<file path="src/rtl/button_cond.sv">
// button_cond: synchronized, debounced push-button with press pulse and step strobe; define BUTTON_COND_HOLD_REPEAT_EN for auto-repeat while held
module button_cond #(
  parameter int DEB_CYCLES    = 20000,
  parameter int DIV_CYCLES    = 50000000,
  parameter int REPEAT_CYCLES = 25000000
) (
  input  logic clk,
  input  logic rst,
  input  logic btn_raw,
  output logic button,
  output logic press,
  output logic step
);
  localparam int DW = $clog2(DEB_CYCLES + 1);
  localparam int SW = $clog2(DIV_CYCLES + 1);
  typedef enum logic [1:0] {IDLE, PRESS_WAIT, HELD, RELEASE_WAIT} state_t;
  state_t r_state, w_state_nxt;
  logic r_sync1, r_sync2;
  logic [DW-1:0] r_deb, w_deb_nxt;
  logic r_press, w_press_nxt, w_accept;
  logic [SW-1:0] r_div;
  logic r_run;
  // two-flop synchronizer; only r_sync2 is used downstream
  always_ff @(posedge clk or posedge rst)
    if (rst) {r_sync1, r_sync2} <= 2'b00;
    else {r_sync1, r_sync2} <= {btn_raw, r_sync1};
  // debounce state, stability counter and registered press pulse
  always_ff @(posedge clk or posedge rst)
    if (rst) begin
      r_state <= IDLE;
      r_deb   <= '0;
      r_press <= 1'b0;
    end else begin
      r_state <= w_state_nxt;
      r_deb   <= w_deb_nxt;
      r_press <= w_press_nxt;
    end
  // next-state logic: a level change is accepted after DEB_CYCLES+1 agreeing samples
  always_comb begin
    w_state_nxt = r_state;
    w_deb_nxt   = r_deb;
    w_accept    = 1'b0;
    case (r_state)
      IDLE:
        if (r_sync2) begin
          w_state_nxt = PRESS_WAIT;
          w_deb_nxt   = DW'(1);
        end
      PRESS_WAIT:
        if (!r_sync2) begin
          w_state_nxt = IDLE;
          w_deb_nxt   = '0;
        end else if (r_deb == DW'(DEB_CYCLES)) begin
          w_state_nxt = HELD;
          w_deb_nxt   = '0;
          w_accept    = 1'b1;
        end else w_deb_nxt = r_deb + DW'(1);
      HELD:
        if (!r_sync2) begin
          w_state_nxt = RELEASE_WAIT;
          w_deb_nxt   = DW'(1);
        end
      RELEASE_WAIT:
        if (r_sync2) begin
          w_state_nxt = HELD;
          w_deb_nxt   = '0;
        end else if (r_deb == DW'(DEB_CYCLES)) begin
          w_state_nxt = IDLE;
          w_deb_nxt   = '0;
        end else w_deb_nxt = r_deb + DW'(1);
      default: begin
        w_state_nxt = IDLE;
        w_deb_nxt   = '0;
      end
    endcase
  end
`ifdef BUTTON_COND_HOLD_REPEAT_EN
  localparam int RW = $clog2(REPEAT_CYCLES + 1);
  logic [RW-1:0] r_rep;
  logic w_hold, w_rep_hit;
  assign w_hold    = (r_state == HELD) && r_sync2;
  assign w_rep_hit = w_hold && (r_rep == RW'(REPEAT_CYCLES - 1));
  // repeat counter runs only while staying in HELD, otherwise held at zero
  always_ff @(posedge clk or posedge rst)
    if (rst) r_rep <= '0;
    else r_rep <= (w_hold && !w_rep_hit) ? r_rep + RW'(1) : '0;
  assign w_press_nxt = w_accept | w_rep_hit;
`else
  logic w_unused;
  assign w_unused    = (REPEAT_CYCLES > 0);
  assign w_press_nxt = w_accept;
`endif
  // free-running step divider; r_run keeps the count at 0 on the first edge so the first step follows edge DIV_CYCLES
  always_ff @(posedge clk or posedge rst)
    if (rst) begin
      r_div <= '0;
      r_run <= 1'b0;
    end else begin
      r_run <= 1'b1;
      if (r_run) r_div <= (r_div == SW'(DIV_CYCLES - 1)) ? '0 : r_div + SW'(1);
    end
  assign button = (r_state == HELD) || (r_state == RELEASE_WAIT);
  assign press  = r_press;
  assign step   = r_run && (r_div == SW'(DIV_CYCLES - 1));
endmodule

</file>
<file path="config.mk">
export PLATFORM = sky130hd
export DESIGN_NAME = button_cond
export DESIGN_NICKNAME = d
export VERILOG_FILES = /design/src/rtl/button_cond.sv
export SDC_FILE = /design/constraint.sdc
export NUM_CORES = 1
export LEC_CHECK = 0
export CAP_MARGIN = 20
export CORE_MARGIN = 3
export CORE_UTILIZATION = 30
export DETAILED_ROUTE_END_ITERATION = 7
export PLACE_DENSITY = 0.45
export SLEW_MARGIN = 20
export SYNTH_ARGS = -nofsm -noshare
export SYNTH_HDL_FRONTEND = slang
export SYNTH_SLANG_ARGS = --single-unit
export TNS_END_PERCENT = 1
</file>
<file path="constraint.sdc">
create_clock -name clk -period 2.32 [get_ports clk]
set_input_delay 0.696 -clock clk [delete_from_list [all_inputs] [get_ports clk]]
set_output_delay 0.696 -clock clk [all_outputs]
set_load 0.005 [all_outputs]
</file>
# [Word-level counts from Yosys, hierarchy flattened]
# Index checks and enable logic that the tools add are counted.
[word_totals] ff_bits=47 output_inout_bits=3 wordCells=40
[classes] addsub=2 eq_ne=9 n_mux=17 n_reduce_logical=5
[ops] op="2-to-1 mux 15 bit" count=5
[ops] op="one-hot mux 15 bit (4 select lines)" count=1
[ops] op="adder 26 x 1 -> 26 bit, second input constant" count=1
[ops] op="== test 26 bit, second input constant" count=1
[ops] op="2-to-1 mux 26 bit" count=1
[ops] op="adder 15 x 1 -> 15 bit, second input constant" count=1
[ops] op="== test 15 bit, second input constant" count=1
[ops] op="2-to-1 mux 2 bit" count=6
[ops] op="one-hot mux 2 bit (4 select lines)" count=1
[ops] op="!= test 3 bit, second input constant" count=2
[ops] op="== test 2 bit, second input constant" count=2
[ops] op="!= test 2 bit, second input constant" count=2
[ops] op="AND reduction 4 bit" count=1
[ops] op="2-to-1 mux 1 bit" count=3
[ops] op="== test 2 x 1 -> 1 bit, second input constant" count=1
[ops] op="zero test 2 bit" count=1
[ops] op="AND reduction 2 bit" count=1
[ops] op="logical AND 1 bit" count=1
[ops] op="logical OR 1 bit" count=1

# [Longest topological paths before layout]
# Gate-level depths: netlist of the first run.
[logic_depth] depth_word=4 ltp_mapped=8

# [Least setup slack after synthesis of the first run]
# Ideal clock, no wire load.
[synth_timing] kind="register -> output" from="reg r_div[0]" to="out step" t_arrival_ns=1.550 required_time_ns=1.624 slack_ns=0.074 path_stages_with_launch=7 n_path_buf=2 path_cell_list="dfrtp_1 -> ha_1 -> and4_1 -> clkbuf_1 -> nand3_1 -> nor3_2 -> buf_2"
[synth_via] elab_chain_cells=2
[synth_lines] item="from (decl)" line="21" text="logic [SW-1:0] r_div;"
[synth_lines] item="from (signal assigned)" line="100" text="if (r_run) r_div <= (r_div == SW'(DIV_CYCLES - 1)) ? '0 : r_div + SW'(1);"
[synth_lines] item="== test 26 bit" line="104" text="assign step = r_run && (r_div == SW'(DIV_CYCLES - 1));"
[synth_lines] item="logical AND 1 bit" line="104"
[synth_lines] item="to (decl)" line="12" text="output logic step"
# No other way between the ends.

# [Worst setup path in the final report of the first run]
[layout_timing] from="reg r_div[16]" to="out step"
# Same word-level chain as after synthesis.

==> results of run 1 <==
[cell usage after synthesis, types with 3 or more instances]
cell      count
inv_1         9
or3_1         4
a31oi_1       3
clkbuf_1      5
nand3_1      12
a21oi_1       9
xnor2_1      12
and3_1        5
dfrtp_1      47
and4_1        5
nand2_1      27
xor2_1       11
ha_1          3
nor2_1       20
o21ai_0      11
and2_1        3
nand4_1       8
nor3_1       10
[area by class of cell]
class,instances,area (um2)
repair buffers,26,228
fillers,772,4620
well taps,99,124
flip-flops and latches,47,1180
inverters,9,33.8
clock buffers,6,82.6
multi-input cells,172,1070
clock inverters,2,35.0
[how the worst min path moves through the flow]
| stage | start | end | slack, ps | cells past startpoint |
|---|---|---|---|---|
| after global routing | r_sync1 | r_sync2 | 360 | 0 |
| after global placement | r_sync1 | r_sync2 | 330 | 0 |
| after floorplan | r_sync1 | r_sync2 | 330 | 0 |
| after CTS | r_sync1 | r_sync2 | 360 | 0 |
| after detailed placement | r_sync1 | r_sync2 | 340 | 0 |
| final | r_sync1 | r_sync2 | 350 | 0 |
[what timing repair did]
| action | CTS | global route |
|---|---|---|
| gates cloned | 0 | 0 |
| gates resized for setup | 2 | 1 |
| pin swaps | 2 | 2 |
| endpoints found under the setup margin | 1 | 1 |
[report_power, final]
part / leakage [nW] / internal, mW / total [mW] / switching (mW)
Clock: 0.0612 / 0.349 / 0.621 / 0.273
Combinational: 0.525 / 0.235 / 0.521 / 0.286
Sequential: 0.631 / 0.914 / 1.00 / 0.0877
Total: 1.22 / 1.50 / 2.14 / 0.646
[critical path, stage by stage (launching register included)]
cell and delay, ps:
dfrtp_1 390, nor4b_1 300, nand4_1 170, nor3_2 200
clkbuf_2 140
[through the flow]
step                hold WS [ps]  setup slack, ps  utilization
floorplan                    331             73.8            -
global placement             333             58.1        0.357
detailed placement           336             63.7        0.357
CTS                          358             19.5        0.373
global route                 361             12.7        0.372
finish                       352              132        0.372
[registers in the layout, indices dropped and copies added, names as in the netlist, named ones only]
name,flops
press,1
r_deb,15
r_div,26
r_run,1
r_state,1
r_sync1,1
r_sync2,1
[routing by layer]
metal  vias up  track usage  wire length [um]
met2        12        0.193              2190
met4         0       0.0325                45
met3         4       0.0288                99
met5         -            0                 0
li1        878            -                 -
met1       857        0.167              2370
[kinds of logic (layout without fill, tap and decap cells)]
group,after synthesis,in the layout,share of synthesized area
and+or+nand+nor,109,109,0.254
other,1,1,0.00161
adders and majority gates,3,3,0.0161
DFF,47,47,0.505
xor gates and xnor gates,23,23,0.0866
AOI/OAI and AO/OA,33,33,0.0860
buffers and inverters,18,43,0.0366
muxes,3,3,0.0134
==> impl_results.html, run 1 <==
<table>
<tr><th>Metric</th><th>Value</th></tr>
<tr><th colspan="2">Clock tree</th></tr>
<tr><td>CTS tree</td><td>built</td></tr>
<tr><td>Latest clock arrival within the worst-skew pair</td><td>300 ps</td></tr>
<tr><td>Number of clock sinks</td><td>47</td></tr>
<tr><td>Clock transition time at the flip-flop clock pins of the worst setup and hold paths</td><td>90 ps</td></tr>
<tr><td>Post-CTS Setup Bufs</td><td>0</td></tr>
<tr><td>Number of clock buffers inserted by TritonCTS</td><td>5</td></tr>
<tr><td>Total of hold buffers inserted after clock tree synthesis</td><td>0</td></tr>
<tr><td>Buffer depth of the longest clock path</td><td>2</td></tr>
<tr><td>H-tree depth</td><td>2</td></tr>
<tr><td>Clock root buffer</td><td>clkbuf_8</td></tr>
<tr><th colspan="2">Cells and area</th></tr>
<tr><td>Most frequent cells in the layout</td><td>dfrtp_1 (47), nand2_1 (27), nor2_1 (20), buf_4 (19)</td></tr>
<tr><td>Antenna cell count</td><td>0</td></tr>
<tr><td>Finished Layout Cells</td><td>361</td></tr>
<tr><td>Share of layout cells above drive strength 1</td><td>0.153</td></tr>
<tr><td>Most common cell after layout, fill and taps aside</td><td>dfrtp_1</td></tr>
<tr><td>Post-layout instance area</td><td>2750 um2</td></tr>
<tr><td>Net count, final</td><td>267</td></tr>
<tr><td>Area added between synthesis and finish</td><td>18.0%</td></tr>
<tr><th colspan="2">Critical path</th></tr>
<tr><td>Kind of start point of the critical path</td><td>register</td></tr>
<tr><td>Reg2Reg Setup Slack</td><td>200 ps</td></tr>
<tr><td>Category of the worst setup path capture point</td><td>output pin</td></tr>
<tr><td>Worst Path Class, Setup</td><td>reg2out</td></tr>
<tr><td>Critical R2R Launch</td><td>r_deb[0]</td></tr>
<tr><td>Worst setup endpoint</td><td>step</td></tr>
<tr><td>Start point of the critical path</td><td>r_div[16]</td></tr>
<tr><td>Worst EP arrival</td><td>1490 ps</td></tr>
<tr><td>Critical path fanouts, max</td><td>2</td></tr>
<tr><td>WP data required</td><td>1620 ps</td></tr>
<tr><td>Worst r2r path cells</td><td>7</td></tr>
<tr><td>Worst reg2reg path endpoint</td><td>r_deb[13]</td></tr>
<tr><th colspan="2">Placed design</th></tr>
<tr><td>Number of placed instances with taps included</td><td>353</td></tr>
<tr><td>Cell Area, Placed</td><td>2630 um2</td></tr>
<tr><td>Final HPWL from detailed placement</td><td>3480 um</td></tr>
<tr><td>Final estimated routing congestion in global placement</td><td>0.788</td></tr>
<tr><td>Count of port buffers added during placement</td><td>5</td></tr>
<tr><th colspan="2">Job</th></tr>
<tr><td># Max-Cap Violations</td><td>0</td></tr>
<tr><th colspan="2">Floorplanning</th></tr>
<tr><td>Initial cell density of the core</td><td>0.316</td></tr>
<tr><td>Die Outline Area</td><td>8850 um2</td></tr>
<tr><td>Number of top-level pins</td><td>6</td></tr>
<tr><td>Width of the chip</td><td>94.1 um</td></tr>
<tr><td>Core area</td><td>7370 um2</td></tr>
<tr><td>Y dimension of the die</td><td>94.1 um</td></tr>
<tr><td>Row Count</td><td>31</td></tr>
<tr><th colspan="2">Power</th></tr>
<tr><td>Total power of the final layout</td><td>2.14 mW</td></tr>
<tr><td>Peak supply drop</td><td>0.381 mV</td></tr>
<tr><td>Leakage power figure</td><td>1.22 nW</td></tr>
<tr><td>Power per cell area</td><td>781 nW/um2</td></tr>
<tr><th colspan="2">Routing</th></tr>
<tr><td>First-pass DRT Iterations</td><td>4</td></tr>
<tr><td>Number of nets with antenna violations after routing</td><td>0</td></tr>
<tr><td>Total vias in the final route</td><td>1,751</td></tr>
<tr><td>DR iter-0 viols</td><td>75</td></tr>
<tr><td>Wirelength, routed</td><td>4700 um</td></tr>
<tr><td>Ratio of routed vias to standard cells</td><td>4.85</td></tr>
<tr><td>DRC</td><td>0</td></tr>
<tr><td>Detailed-route wire length per cell</td><td>13.0 um</td></tr>
<tr><th colspan="2">Logic synthesis</th></tr>
<tr><td>Post-synth top area share</td><td>0.505</td></tr>
<tr><td>Number of instances in the synthesized netlist</td><td>237</td></tr>
<tr><td>Post-synth ARST share</td><td>1.00</td></tr>
<tr><td>Portion of the post-synthesis area used by sequential elements</td><td>0.505</td></tr>
<tr><td>Yosys cell types</td><td>44</td></tr>
<tr><td>Ranking of synthesized cells by area</td><td>dfrtp_1 (51%), xnor2_1 (4.5%), nand2_1 (4.4%)</td></tr>
<tr><td>Number of enable flip-flop cells after synthesis</td><td>0</td></tr>
<tr><td>Synthesized Nets</td><td>243</td></tr>
<tr><td>Synth area leader</td><td>dfrtp_1</td></tr>
<tr><td>Total of warnings raised by yosys</td><td>0</td></tr>
<tr><td>Number of register bits inferred by synthesis</td><td>47</td></tr>
<tr><td>Avg Inst Size Synth</td><td>9.82 um2</td></tr>
<tr><td>Prevailing post-synth register cell</td><td>dfrtp_1</td></tr>
<tr><td>Area of the mapped netlist</td><td>2330 um2</td></tr>
<tr><th colspan="2">STA</th></tr>
<tr><td>Total count of hold-check failures in the final report</td><td>0</td></tr>
<tr><td>Minimum period implied by the final worst setup slack</td><td>2190 ps</td></tr>
<tr><td>Final total negative setup slack</td><td>0 ps</td></tr>
<tr><td>Max Fclk</td><td>457 MHz</td></tr>
<tr><td>Unrepaired setup endpoints after global routing</td><td>false</td></tr>
<tr><td>Final clock skew</td><td>8.02 ps</td></tr>
<tr><td>Setup violators final</td><td>0</td></tr>
<tr><td>Final worst path period share</td><td>0.943</td></tr>
<tr><td>Number of slew-limit violations in the final report</td><td>0</td></tr>
<tr><th colspan="2">GRT</th></tr>
<tr><td>Overflow after GRT</td><td>0</td></tr>
<tr><td>Total Routing Usage GR</td><td>0.122</td></tr>
<tr><td>Global-route wire length before repair</td><td>8580 um</td></tr>
<tr><td>Maximum number of pins on one net before global-route repair</td><td>18</td></tr>
<tr><td>Initial antenna violation count</td><td>0</td></tr>
<tr><td>Number of global-route vias before repair</td><td>1,765</td></tr>
<tr><th colspan="2">Status</th></tr>
<tr><td>Result of the run</td><td>finished, final reports clean</td></tr>
<tr><th colspan="2">Min path</th></tr>
<tr><td>Hold Path Class</td><td>reg2reg</td></tr>
</table>
Note: power is estimated with default switching activity, not from simulation.
==> run 2, diff against run 1 <==
CAP_MARGIN = unset   (was 20)
==> results of run 2 <==
No change in the layout: final DEF, timing and power equal those of run 1.
==> run 3, diff against run 2 <==
SKIP_CTS_REPAIR_TIMING = 1   (was unset)
==> run 3 against run 2 <==
- critical path depth is 1 higher
- cell area is 0.27% higher
- count of clock-buffer cells in the layout stayed put
- die area stayed put
- first-iteration DRC count is 2.7% higher
- hold slack hardly changed
- global-route usage stayed put
- combinational power hardly changed
- maximum frequency is 0.48% higher
- utilization is 0.10 points higher
- clock skew hardly changed
- critical path type unchanged
- largest power group unchanged
==> impl_results.html, run 3 (synthesis gave the netlist of run 1 again) <==
<table>
<tr><th>Metric</th><th>Value</th></tr>
<tr><th colspan="2">Cells and area</th></tr>
<tr><td>Finished Layout Cells</td><td>361</td></tr>
<tr><td>Share of layout cells above drive strength 1</td><td>0.149</td></tr>
<tr><td>Area added between synthesis and finish</td><td>18.3%</td></tr>
<tr><td>Layout fillers</td><td>770</td></tr>
<tr><td>Antenna cell count</td><td>0</td></tr>
<tr><td>Post-layout instance area</td><td>2750 um2</td></tr>
<tr><td>Net count, final</td><td>267</td></tr>
<tr><td>Largest Register</td><td>r_div</td></tr>
<tr><td>Largest regs</td><td>r_div: 26 flops, r_deb: 15 flops</td></tr>
<tr><td>Max reg flops</td><td>26</td></tr>
<tr><td>Most frequent cells in the layout</td><td>dfrtp_1 (47), nand2_1 (27), nor2_1 (20), buf_4 (19)</td></tr>
<tr><td>Most common cell after layout, fill and taps aside</td><td>dfrtp_1</td></tr>
<tr><th colspan="2">Clock tree</th></tr>
<tr><td>Clock transition time at the flip-flop clock pins of the worst setup and hold paths</td><td>90 ps</td></tr>
<tr><td>Clock root buffer</td><td>clkbuf_8</td></tr>
<tr><td>Buffer depth of the longest clock path</td><td>2</td></tr>
<tr><td>H-tree depth</td><td>2</td></tr>
<tr><td>Number of clock sinks</td><td>47</td></tr>
<tr><td>Latest clock arrival within the worst-skew pair</td><td>300 ps</td></tr>
<tr><td>Number of clock buffers inserted by TritonCTS</td><td>5</td></tr>
<tr><td>CTS tree</td><td>built</td></tr>
<tr><th colspan="2">STA</th></tr>
<tr><td>Setup violators final</td><td>0</td></tr>
<tr><td>Total count of hold-check failures in the final report</td><td>0</td></tr>
<tr><td>Final worst path period share</td><td>0.938</td></tr>
<tr><td>Unrepaired setup endpoints after global routing</td><td>false</td></tr>
<tr><td>Final clock skew</td><td>8.01 ps</td></tr>
<tr><td>Max Fclk</td><td>459 MHz</td></tr>
<tr><td>Minimum period implied by the final worst setup slack</td><td>2180 ps</td></tr>
<tr><td>Number of slew-limit violations in the final report</td><td>0</td></tr>
<tr><th colspan="2">Floorplanning</th></tr>
<tr><td>Core area</td><td>7370 um2</td></tr>
<tr><td>Initial cell density of the core</td><td>0.316</td></tr>
<tr><td>Row Count</td><td>31</td></tr>
<tr><td>Y dimension of the die</td><td>94.1 um</td></tr>
<tr><td>Width of the chip</td><td>94.1 um</td></tr>
<tr><td>Number of top-level pins</td><td>6</td></tr>
<tr><td>Die Outline Area</td><td>8850 um2</td></tr>
<tr><th colspan="2">Critical path</th></tr>
<tr><td>Worst EP arrival</td><td>1480 ps</td></tr>
<tr><td>Start point of the critical path</td><td>r_div[0]</td></tr>
<tr><td>Cells along the critical path</td><td>ha_1, and4_1, nand3_1, nor3_2, dlymetal6s2s_1</td></tr>
<tr><td>Worst setup endpoint</td><td>step</td></tr>
<tr><td>Largest stage delay on the critical path</td><td>350 ps</td></tr>
<tr><td>Critical R2R Launch</td><td>r_deb[0]</td></tr>
<tr><td>Worst r2r path cells</td><td>7</td></tr>
<tr><td>Critical path fanouts, max</td><td>2</td></tr>
<tr><td>Cell with the largest stage delay on the worst path</td><td>dfrtp_1</td></tr>
<tr><td>WP data required</td><td>1620 ps</td></tr>
<tr><td>Category of the worst setup path capture point</td><td>output pin</td></tr>
<tr><td>Reg2Reg Setup Slack</td><td>200 ps</td></tr>
<tr><td>Worst Path Class, Setup</td><td>reg2out</td></tr>
<tr><td>Worst reg2reg path endpoint</td><td>r_deb[13]</td></tr>
<tr><td>Kind of start point of the critical path</td><td>register</td></tr>
<tr><th colspan="2">Routing</th></tr>
<tr><td>DRC</td><td>0</td></tr>
<tr><td>Wirelength, routed</td><td>4690 um</td></tr>
<tr><td>First-pass DRT Iterations</td><td>4</td></tr>
<tr><td>Total vias in the final route</td><td>1,752</td></tr>
<tr><td>Number of nets with antenna violations after routing</td><td>0</td></tr>
<tr><td>DR iter-0 viols</td><td>77</td></tr>
<tr><td>Detailed-route wire length per cell</td><td>13.0 um</td></tr>
<tr><td>Ratio of routed vias to standard cells</td><td>4.85</td></tr>
<tr><th colspan="2">GRT</th></tr>
<tr><td>Global-route wire length before repair</td><td>8580 um</td></tr>
<tr><td>Total Routing Usage GR</td><td>0.122</td></tr>
<tr><td>Number of global-route vias before repair</td><td>1,764</td></tr>
<tr><td>Initial antenna violation count</td><td>0</td></tr>
<tr><td>Overflow after GRT</td><td>0</td></tr>
<tr><td>Maximum number of pins on one net before global-route repair</td><td>18</td></tr>
<tr><th colspan="2">Power</th></tr>
<tr><td>Leakage power figure</td><td>1.24 nW</td></tr>
<tr><td>Peak supply drop</td><td>0.381 mV</td></tr>
<tr><td>Power per cell area</td><td>779 nW/um2</td></tr>
<tr><th colspan="2">Min path</th></tr>
<tr><td>Hold Path Class</td><td>reg2reg</td></tr>
<tr><th colspan="2">Placed design</th></tr>
<tr><td>Count of port buffers added during placement</td><td>5</td></tr>
<tr><td>Final HPWL from detailed placement</td><td>3480 um</td></tr>
<tr><td>Cell Area, Placed</td><td>2630 um2</td></tr>
<tr><td>Final estimated routing congestion in global placement</td><td>0.788</td></tr>
<tr><td>Number of placed instances with taps included</td><td>353</td></tr>
<tr><th colspan="2">Status</th></tr>
<tr><td>Result of the run</td><td>finished, final reports clean</td></tr>
<tr><th colspan="2">Job</th></tr>
<tr><td># Max-Cap Violations</td><td>0</td></tr>
</table>
## run 3: report_power, final
| group | internal (mW) | switching (mW) |
|---|---|---|
| sequential | 0.914 | 0.0875 |
| clock | 0.349 | 0.272 |
| combinational | 0.235 | 0.286 |
| total | 1.50 | 0.646 |
## run 3: worst min path at each step
stage	from	endpoint	slack, ps	cells past startpoint
4_1_cts	r_sync1	r_sync2	360	0
2_1_floorplan	r_sync1	r_sync2	330	0
5_1_grt	r_sync1	r_sync2	360	0
3_5_place_dp	r_sync1	r_sync2	340	0
6_report	r_sync1	r_sync2	350	0
3_3_place_gp	r_sync1	r_sync2	330	0
## run 3: cell type report
type / instances / area (um2) / share of cell area
Clock buffer: 6 / 82.6 / 0.0300
Sequential cell: 47 / 1180 / 0.427
Multi-Input combinational cell: 172 / 1070 / 0.387
Clock inverter: 2 / 35.0 / 0.0127
Timing Repair Buffer: 26 / 235 / 0.0855
Tap cell: 99 / 124 / 0.0450
Inverter: 9 / 33.8 / 0.0123
## run 3: layer usage
metal / global-route usage / routed length (um)
met1: 0.167 / 2360
met2: 0.193 / 2190
met3: 0.0288 / 99
met4: 0.0325 / 45
met5: 0 / 0
## run 3: per-stage QoR
step / setup slack [ps] / utilization / hold WS, ps / total power, mW / setup TNS [ps]
2_1_floorplan: 73.8 / - / 331 / 1.35 / 0
3_3_place_gp: 58.1 / 0.357 / 333 / 1.54 / 0
3_5_place_dp: 63.7 / 0.357 / 336 / 1.54 / 0
4_1_cts: -288 / 0.373 / 358 / 2.18 / -288
5_1_grt: 10.0 / 0.374 / 361 / 2.30 / 0
6_report: 143 / 0.374 / 352 / 2.14 / 0
## run 3: worst max-delay path, delay by kind of cell, from the launching register on
kind          cells  cell delay (ps)
fa+ha+maj         1              160
buf+inv           1              150
simple gates      3              530
flops             1              350
